[config.mk]
export PLATFORM = sky130hd
export DESIGN_NAME = pc_next_unit
export DESIGN_NICKNAME = d
export VERILOG_FILES = /design/src/rtl/pc_next_unit.sv
export SDC_FILE = /design/constraint.sdc
export NUM_CORES = 1
export LEC_CHECK = 0
export ABC_AREA = 0
export BUFFER_PORTS_ARGS = -buffer_cell sky130_fd_sc_hd__buf_2
export CAP_MARGIN = 20
export CELL_PAD_IN_SITES_DETAIL_PLACEMENT = 2
export CELL_PAD_IN_SITES_GLOBAL_PLACEMENT = 2
export CORE_MARGIN = 2
export CORE_UTILIZATION = 39
export CTS_CLUSTER_SIZE = 25
export DETAILED_ROUTE_END_ITERATION = 6
export HOLD_SLACK_MARGIN = 0.03
export PLACE_DENSITY = 0.77
export SLEW_MARGIN = 20
export SYNTH_ARGS = -nofsm -noshare
export SYNTH_HDL_FRONTEND = slang
export SYNTH_SLANG_ARGS = --single-unit
[constraint.sdc]
create_clock -name clk -period 4.45 [get_ports clk]
set_input_delay 0.89 -clock clk [delete_from_list [all_inputs] [get_ports clk]]
set_output_delay 0.89 -clock clk [all_outputs]
set_load 0.02 [all_outputs]
[src/rtl/pc_next_unit.sv]
`default_nettype none
// ============================================================================
//  Module      : pc_next_unit
//  Description : Program-counter register with next-address selection for
//                the KGPminiRISC fetch stage. Holds the PC and selects the next
//                address (sequential, absolute jump, register jump, PC-relative
//                branch, call, return, halt). Calls and returns use a circular
//                return-address stack. Supports a stall enable and a terminal
//                HALT state.
//  Ports       :
//    clk        - rising-edge clock
//    rst        - synchronous reset, active-high
//    en         - advance PC this cycle (0 = stall, all state holds)
//    sel        - next-address mode
//    taken      - branch condition (used only by BR)
//    jtgt       - absolute jump/call target field (zero-extended)
//    rtgt       - register target (JR, and RET fallback on empty stack)
//    imm        - signed branch offset (sign-extended)
//    pc         - current PC (registered)
//    pc_valid   - pc is a fetchable address
//    halted     - unit is in HALT
//    ras_count  - number of valid return-stack entries, 0..RAS_DEPTH
//    ras_ovf    - sticky: a call pushed while the stack was full
//    ras_unf    - sticky: a return popped while the stack was empty
//  Revision    : 1.0 - initial release
// ============================================================================
module pc_next_unit #(
    parameter int unsigned       ADDR_W    = 32,
    parameter int unsigned       JTGT_W    = 26,
    parameter int unsigned       IMM_W     = 16,
    parameter int unsigned       RAS_DEPTH = 4,
    parameter int unsigned       PC_STEP   = 4,
    parameter logic [ADDR_W-1:0] RESET_PC  = '0
) (
    input  logic                         clk,
    input  logic                         rst,
    input  logic                         en,
    input  logic [2:0]                   sel,
    input  logic                         taken,
    input  logic [JTGT_W-1:0]            jtgt,
    input  logic [ADDR_W-1:0]            rtgt,
    input  logic [IMM_W-1:0]             imm,
    output logic [ADDR_W-1:0]            pc,
    output logic                         pc_valid,
    output logic                         halted,
    output logic [$clog2(RAS_DEPTH):0]   ras_count,
    output logic                         ras_ovf,
    output logic                         ras_unf
);

    // ------------------------------------------------------------------------
    // Constants
    // ------------------------------------------------------------------------
    localparam int unsigned c_ptr_w = $clog2(RAS_DEPTH);
    localparam int unsigned c_cnt_w = c_ptr_w + 1;

    localparam logic [c_cnt_w-1:0] c_ras_full = c_cnt_w'(RAS_DEPTH);
    localparam logic [ADDR_W-1:0]  c_step     = ADDR_W'(PC_STEP);

    localparam logic [2:0] c_sel_jmp  = 3'b001;
    localparam logic [2:0] c_sel_jr   = 3'b010;
    localparam logic [2:0] c_sel_br   = 3'b011;
    localparam logic [2:0] c_sel_call = 3'b100;
    localparam logic [2:0] c_sel_ret  = 3'b101;
    localparam logic [2:0] c_sel_halt = 3'b110;

    typedef enum logic [1:0] {
        ST_BOOT = 2'd0,
        ST_RUN  = 2'd1,
        ST_HALT = 2'd2
    } state_t;

    // ------------------------------------------------------------------------
    // State
    // ------------------------------------------------------------------------
    state_t              r_state;
    logic [ADDR_W-1:0]   r_pc;
    logic                r_pc_valid;
    logic                r_halted;
    logic [c_ptr_w-1:0]  r_top;
    logic [c_cnt_w-1:0]  r_ras_count;
    logic                r_ras_ovf;
    logic                r_ras_unf;
    logic [ADDR_W-1:0]   r_ras [RAS_DEPTH];

    // ------------------------------------------------------------------------
    // Next-address selection
    // ------------------------------------------------------------------------
    logic [ADDR_W-1:0]   w_seq;
    logic [ADDR_W-1:0]   w_jtgt_ext;
    logic [ADDR_W-1:0]   w_imm_ext;
    logic [ADDR_W-1:0]   w_br_tgt;
    logic [ADDR_W-1:0]   w_next_pc;
    logic [c_ptr_w-1:0]  w_push_ptr;
    logic                w_advance;
    logic                w_ras_empty;
    logic                w_ras_full;
    logic                w_push;
    logic                w_pop;
    logic                w_halt_req;

    always_comb begin
        w_seq       = r_pc + c_step;
        // Sized casts: unsigned source zero-extends, signed source sign-extends.
        w_jtgt_ext  = ADDR_W'(jtgt);
        w_imm_ext   = ADDR_W'($signed(imm));
        w_br_tgt    = w_seq + w_imm_ext;
        w_advance   = (r_state == ST_RUN) && en;
        w_ras_empty = (r_ras_count == '0);
        w_ras_full  = (r_ras_count == c_ras_full);
        // The slot above the top is free, or holds the oldest entry when full,
        // so a push always writes there.
        w_push_ptr  = r_top + 1'b1;

        w_next_pc   = r_pc;
        w_push      = 1'b0;
        w_pop       = 1'b0;
        w_halt_req  = 1'b0;

        if (w_advance) begin
            case (sel)
                c_sel_jmp:  w_next_pc = w_jtgt_ext;
                c_sel_jr:   w_next_pc = rtgt;
                c_sel_br:   w_next_pc = taken ? w_br_tgt : w_seq;
                c_sel_call: begin
                    w_next_pc = w_jtgt_ext;
                    w_push    = 1'b1;
                end
                c_sel_ret:  begin
                    // An empty stack falls back to the register target.
                    w_next_pc = w_ras_empty ? rtgt : r_ras[r_top];
                    w_pop     = 1'b1;
                end
                c_sel_halt: begin
                    w_next_pc  = r_pc;
                    w_halt_req = 1'b1;
                end
                // 3'b000 SEQ and the reserved 3'b111 both step sequentially.
                default:    w_next_pc = w_seq;
            endcase
        end
    end

    // ------------------------------------------------------------------------
    // Control FSM, PC register, stack pointer/count and sticky flags
    // ------------------------------------------------------------------------
    always_ff @(posedge clk) begin
        if (rst) begin
            r_state     <= ST_BOOT;
            r_pc        <= RESET_PC;
            r_pc_valid  <= 1'b0;
            r_halted    <= 1'b0;
            r_top       <= '1;
            r_ras_count <= '0;
            r_ras_ovf   <= 1'b0;
            r_ras_unf   <= 1'b0;
        end else begin
            case (r_state)
                ST_BOOT: begin
                    // Single settling cycle; pc keeps RESET_PC.
                    r_state    <= ST_RUN;
                    r_pc_valid <= 1'b1;
                end
                ST_RUN: begin
                    if (w_advance) begin
                        r_pc <= w_next_pc;

                        if (w_halt_req) begin
                            r_state    <= ST_HALT;
                            r_pc_valid <= 1'b0;
                            r_halted   <= 1'b1;
                        end

                        if (w_push) begin
                            r_top <= w_push_ptr;
                            if (w_ras_full) begin
                                r_ras_ovf <= 1'b1;
                            end else begin
                                r_ras_count <= r_ras_count + 1'b1;
                            end
                        end

                        if (w_pop) begin
                            if (w_ras_empty) begin
                                r_ras_unf <= 1'b1;
                            end else begin
                                r_top       <= r_top - 1'b1;
                                r_ras_count <= r_ras_count - 1'b1;
                            end
                        end
                    end
                end
                ST_HALT: begin
                    // Terminal until reset; everything holds.
                end
                default: begin
                    r_state    <= ST_BOOT;
                    r_pc_valid <= 1'b0;
                    r_halted   <= 1'b0;
                end
            endcase
        end
    end

    // Stack storage needs no reset: ras_count defines which entries are live.
    always_ff @(posedge clk) begin
        if (!rst && w_push) begin
            r_ras[w_push_ptr] <= w_seq;
        end
    end

    // ------------------------------------------------------------------------
    // Outputs (all registered)
    // ------------------------------------------------------------------------
    assign pc        = r_pc;
    assign pc_valid  = r_pc_valid;
    assign halted    = r_halted;
    assign ras_count = r_ras_count;
    assign ras_ovf   = r_ras_ovf;
    assign ras_unf   = r_ras_unf;

endmodule
`default_nettype wire

==> qor.csv, run 1 <==
metric;value;unit
cts_buffer_depth;2;
numCtsBuffers;17;
setup_viol;0;
die_area;27400;um2
fin_crit_sh;93.7;%
path_class;flop to flop;
avgRoutedWirePerCell;27.7;um
hold_viol_final;0;
vias_per_cell;6.16;
power.switching;1.26;mW
cp_max_fo;8;
synth.yosys.warnings;0;
cts_htree_levels;4;
worstPathRequired;4800;ps
fmax;0.240;GHz
dr.pass1.iters;5;
core_area;25800;um2
share_comb_of_total_power;18.6;%
max_cap_violations;0;
ys_seq_elements;172;
endpoint_kind;flop;
synth-edff-count;128;
hold_class;flop to flop;
worst_pin_slew;888;ps
root_buffer;clkbuf_16;
grt_setup_unrepaired;yes;
drt_iter0_markers;692;
status;finished, final reports clean;
die_w;166;um
slew_headroom;40.6;%
grt_overflow;0;
grt_start_max_net_pins;33;
start_kind;flop;
cts_tree;built;
synthCells;932;
ir_drop;0.183;mV
cp.arrival;4520;ps
internal_power;2.80;mW
place_hpwl;27.9;mm
synth_ff_type;edfxtp_1;
yosys.cell_types.count;85;
synth_nets;1061;
cts_sinks;172;
ys_seq_area_share;46.4;%
syn_area;10200;um2
grt_pass1_vias;9463;
grt_usage;29.3;%
drc;0;
synthArstFlopShare;0;%
p_leak;4.74;nW
tns;0;ps
utilization;46.4;%
switching_share;31.0;%
antenna_found_initial;1;
p_seq_share;44.0;%
syn_to_final_growth;17.9;%
synth.avg_cell_area;10.9;um2
slew_viol_final;0;
die_y;166;um
row_count;59;
drt_wl_total;39.2;mm
via_count;8717;
finalClockSkew;18.7;ps
fin_crit;4170;ps
pwr-share-clk;37.4;%
cts.reportedPaths.clkPinSlew;80;ps
portBuffers;119;
ant_nets;0;
postLayoutSetupSlackWorst;279;ps
clk_latency;450;ps
initial_utilization;39.4;%
nFillCells;2684;
power_density;339;nW/um2
drive_above_1_share;25.0;%
grt_first_pass_wirelength;58.6;mm
nets;1196;
ioPinCount;120;
place_ws;168;ps
gp_congestion;0.893;
power;4.07;mW
n_antenna_cell;0;
-- state kept, by name, indices dropped and copies added, names as in the netlist, named ones only --
register and flops:
r_ras 128, ras_unf 1, pc 32, halted 1, ras_count 3, r_state 2
ras_ovf 1, r_top 2
-- layer usage --
metal / wire length (um) / track usage [%]
met4: 1060 / 10.9
met5: 0 / 0
met3: 2050 / 4.55
met2: 19300 / 49.6
met1: 16800 / 37.9
-- final cells by class --
| class | count | area (um2) | area share [%] |
|---|---|---|---|
| clock inverter | 14 | 138 | 1.15 |
| clock buffer | 18 | 429 | 3.58 |
| tap | 335 | 419 | 3.49 |
| sequential | 172 | 4730 | 39.4 |
| inverter | 21 | 78.8 | 0.657 |
| multi-input combinational | 693 | 5240 | 43.7 |
| timing repair buffer | 162 | 968 | 8.07 |
-- cell usage in the layout (no fill, tap or decap), types with 6 or more instances in the layout --
cell type / n
edfxtp_1: 128
buf_2: 119
nand2_1: 92
a21oi_1: 64
o21ai_0: 60
nor2_1: 57
ha_1: 47
dfxtp_1: 43
buf_4: 39
xnor2_1: 35
mux4_2: 32
nand3_1: 31
a221oi_1: 26
a21o_1: 21
inv_1: 20
mux2i_1: 17
clkbuf_16: 17
nor3_1: 16
xor2_1: 14
a31oi_1: 13
nand4_1: 12
a211oi_1: 12
and2_1: 8
a221o_1: 8
o22ai_1: 7
a22oi_1: 6
o211ai_1: 6
-- worst max-delay path, stage by stage (launching register included) --
cell       delay, ps
dfxtp_1          490
and4_1           320
and2_1           300
nand4_1          150
xnor2_1          630
ha_1             370
a21oi_1           90
a32oi_1          250
nand4_1          130
a21o_1           220
a2111oi_2        490
mux2i_1          300
o32ai_2          120
o41ai_2          200
-- power groups by stage --
stage               clock, mW  sequential, mW  combinational, mW
global route             1.59            1.79              0.813
detailed placement          0            1.82              0.730
finish                   1.52            1.79              0.755
floorplan                   0            1.84              0.421
global placement            0            1.82              0.705
CTS                      1.54            1.79              0.745
-- worst paths after layout --
| path | slack [ps] | cells after the start | startpoint | endpoint |
|---|---|---|---|---|
| worst max-delay path | 280 | 13 | pc[4]$_SDFFE_PP0P_ | pc[30]$_SDFFE_PP0P_ |
| worst min-delay path | 460 | 2 | halted$_SDFFE_PP0P_ | halted$_SDFFE_PP0P_ |
| worst max register to register | 280 | 13 | pc[4]$_SDFFE_PP0P_ | pc[30]$_SDFFE_PP0P_ |
| worst min register to register | 460 | 2 | halted$_SDFFE_PP0P_ | halted$_SDFFE_PP0P_ |
-- metrics by stage --
step,cells,area (um2),hold slack [ps]
CTS,1414,11900,466
global placement,1382,11400,446
floorplan,932,10200,462
finish,1415,12000,462
global route,1415,12000,498
detailed placement,1382,11400,455
-- synthesized netlist by cell type, types with 20 or more instances --
cell,count,share of area (%)
nand3_1,31,1.5
o21ai_0,60,3.0
ha_1,47,5.8
a221oi_1,26,2.2
clkbuf_1,31,1.1
dfxtp_1,44,8.7
nand2_1,92,3.4
mux4_2,32,7.1
inv_1,20,0.74
edfxtp_1,128,38
a21o_1,21,1.5
xnor2_1,39,3.4
a21oi_1,65,3.2
nor2_1,60,2.2
-- kinds of logic after synthesis --
kind of cell               Yosys count  share of synthesized area [%]
AOI/OAI and AO/OA                  273                           18.3
and+or+nand+nor                    270                           13.2
DFF                                172                           46.4
buffers and inverters               67                           2.83
xor gates and xnor gates            53                           4.56
muxes                               49                           8.75
adders and majority gates           48                           5.98
-- repair_timing --
item	CTS	global route
buffers inserted	0	1
gates resized for setup	0	6
hold buffers	0	0
setup endpoints to repair	0	4
No activity file was read; power rests on OpenSTA's default activity.
==> run 2: changes to the inputs <==
- RECOVER_POWER: unset -> 50
==> qor.csv, run 2 (same netlist as run 1, synthesis figures left out) <==
metric;value;unit;change
largest_reg_flops;128;;unchanged
grt_first_pass_wirelength;58.6;mm;unchanged
nFillCells;2692;;+0.30%
root_buffer;clkbuf_16;;
grt_start_max_net_pins;33;;unchanged
die_area;27400;um2;unchanged
p_leak;4.69;nW;-0.92%
grt_usage;29.3;%;unchanged
row_count;59;;unchanged
ant_nets;0;;unchanged
grt_pass1_vias;9463;;unchanged
grt_setup_unrepaired;yes;;
finalClockSkew;19.4;ps;+0.788 ps
dr.pass1.iters;5;;unchanged
grt_overflow;0;;unchanged
hold_slack;464;ps;+1.34 ps
power;4.06;mW;about the same
via_count;8730;;+0.15%
path_common_cell;nand4_1;;
hold_viol_final;0;;unchanged
avgRoutedWirePerCell;27.7;um;about the same
ioPinCount;120;;unchanged
initial_utilization;39.4;%;unchanged
crit_slowest_cell;xnor2_1;;
setup_viol;0;;unchanged
power_density;340;nW/um2;+0.21%
top_register;r_ras;;
gp_congestion;0.893;;unchanged
place_hpwl;27.9;mm;unchanged
drive_above_1_share;24.0;%;-1.0 points
endpoint_kind;flop;;
antenna_found_initial;1;;unchanged
cts.reportedPaths.clkPinSlew;80;ps;about the same
hold_class;flop to flop;;
drc;0;;unchanged
cp_cell_sequence;and4_1 > and2_1 > nand4_1 > xnor2_1 > ha_1 > a21oi_1 > a32oi_1 > nand4_1 > a21o_1 > a2111oi_2 > mux2i_1 > o32ai_2 > o41ai_2;;
cts-hold-fix-buffers;0;;unchanged
dp.cells;1382;;unchanged
portBuffers;119;;unchanged
cp_slowest_stage_delay;650;ps;+20 ps
path_class;flop to flop;;
cts_buffer_depth;2;;unchanged
cts_tree;built;;
fmax;0.238;GHz;-0.76%
drt_iter0_markers;626;;-9.5%
worst_pin_slew;885;ps;-3.26 ps
ir_drop;0.184;mV;+0.90%
die_w;166;um;unchanged
slew_viol_final;0;;unchanged
fin_cells;1415;;unchanged
final_common_cell;edfxtp_1;;
fin_crit;4200;ps;+32.1 ps
vias_per_cell;6.17;;+0.15%
cts_htree_levels;4;;unchanged
worstPathRequired;4800;ps;about the same
fin_crit_sh;94.4;%;+0.72 points
max_cap_violations;0;;unchanged
syn_to_final_growth;17.6;%;
cp.arrival;4550;ps;+30 ps
drt_wl_total;39.2;mm;about the same
cp_max_fo;8;;unchanged
utilization;46.3;%;-0.12 points
cts_sinks;172;;unchanged
layout_common_cells;128 x edfxtp_1, 115 x buf_2, 92 x nand2_1;;
clk_latency;450;ps;about the same
status;finished, final reports clean;;
die_y;166;um;unchanged
slew_headroom;40.8;%;+0.22 points
core_area;25800;um2;unchanged
n_antenna_cell;0;;unchanged
nets;1196;;unchanged
start_kind;flop;;
numCtsBuffers;17;;unchanged
run 2: cell count changes in the layout (fill, tap and decap cells not counted):
cell / previous run / this run
clkbuf_1: 1 / 12
buf_4: 39 / 32
buf_2: 119 / 115
run 2: routing by layer:
layer | vias to the layer above | part of all wire, % | global-route usage, %
met5 | - | 0 | 0
met4 | 0 | 2.7 | 10.9
met3 | 60 | 4.5 | 4.55
met2 | 251 | 49 | 49.6
met1 | 4548 | 43 | 37.9
li1 | 3871 | - | -
run 2: where the power goes:
| group | leakage (nW) | switching [mW] | internal [mW] | total [mW] |
|---|---|---|---|---|
| clock | 0.273 | 0.738 | 0.785 | 1.52 |
| sequential | 1.53 | 0.0372 | 1.75 | 1.79 |
| combinational | 2.89 | 0.488 | 0.264 | 0.752 |
| total | 4.69 | 1.26 | 2.80 | 4.06 |
run 2: timing repair:
action | 4_1_cts | 5_1_grt
setup buffers | 0 | 1
gates resized for setup | 0 | 6
setup endpoints to repair | 0 | 4
endpoints found under the hold margin | 0 | 0
run 2: path summary, 6_finish.rpt:
path                            depth (start not counted)                  end                 from  slack, ps
worst min-delay path                                    2  halted$_SDFFE_PP0P_  halted$_SDFFE_PP0P_        460
worst min register to register                          2  halted$_SDFFE_PP0P_  halted$_SDFFE_PP0P_        460
worst max-delay path                                   13  pc[30]$_SDFFE_PP0P_   pc[4]$_SDFFE_PP0P_        250
worst max register to register                         13  pc[30]$_SDFFE_PP0P_   pc[4]$_SDFFE_PP0P_        250
run 2: worst max-delay path: cells and delay by family, from the launching register on:
family	cells	cell delay, ps
AO/OA/AOI/OAI	6	1390
XOR/XNOR	1	650
adder cells (fa/ha/maj)	1	370
flip-flops	1	490
multiplexers	1	290
AND/OR/NAND/NOR	4	910
run 2: per-stage QoR:
step / area (um2) / worst slack, ps / setup TNS, ps
2_1_floorplan: 10200 / 737 / 0
3_3_place_gp: 11400 / 345 / 0
3_5_place_dp: 11400 / 168 / 0
4_1_cts: 11900 / 108 / 0
5_1_grt: 12000 / -23.8 / -23.8
6_report: 12000 / 247 / 0
run 2: area by class of cell:
cell class / count / area (um2) / area share, %
Clock buffer: 18 / 429 / 3.59
Timing Repair Buffer: 162 / 937 / 7.83
Sequential cell: 172 / 4730 / 39.5
Clock inverter: 14 / 138 / 1.15
Inverter: 21 / 78.8 / 0.659
Tap cell: 335 / 419 / 3.50
Multi-Input combinational cell: 693 / 5240 / 43.8
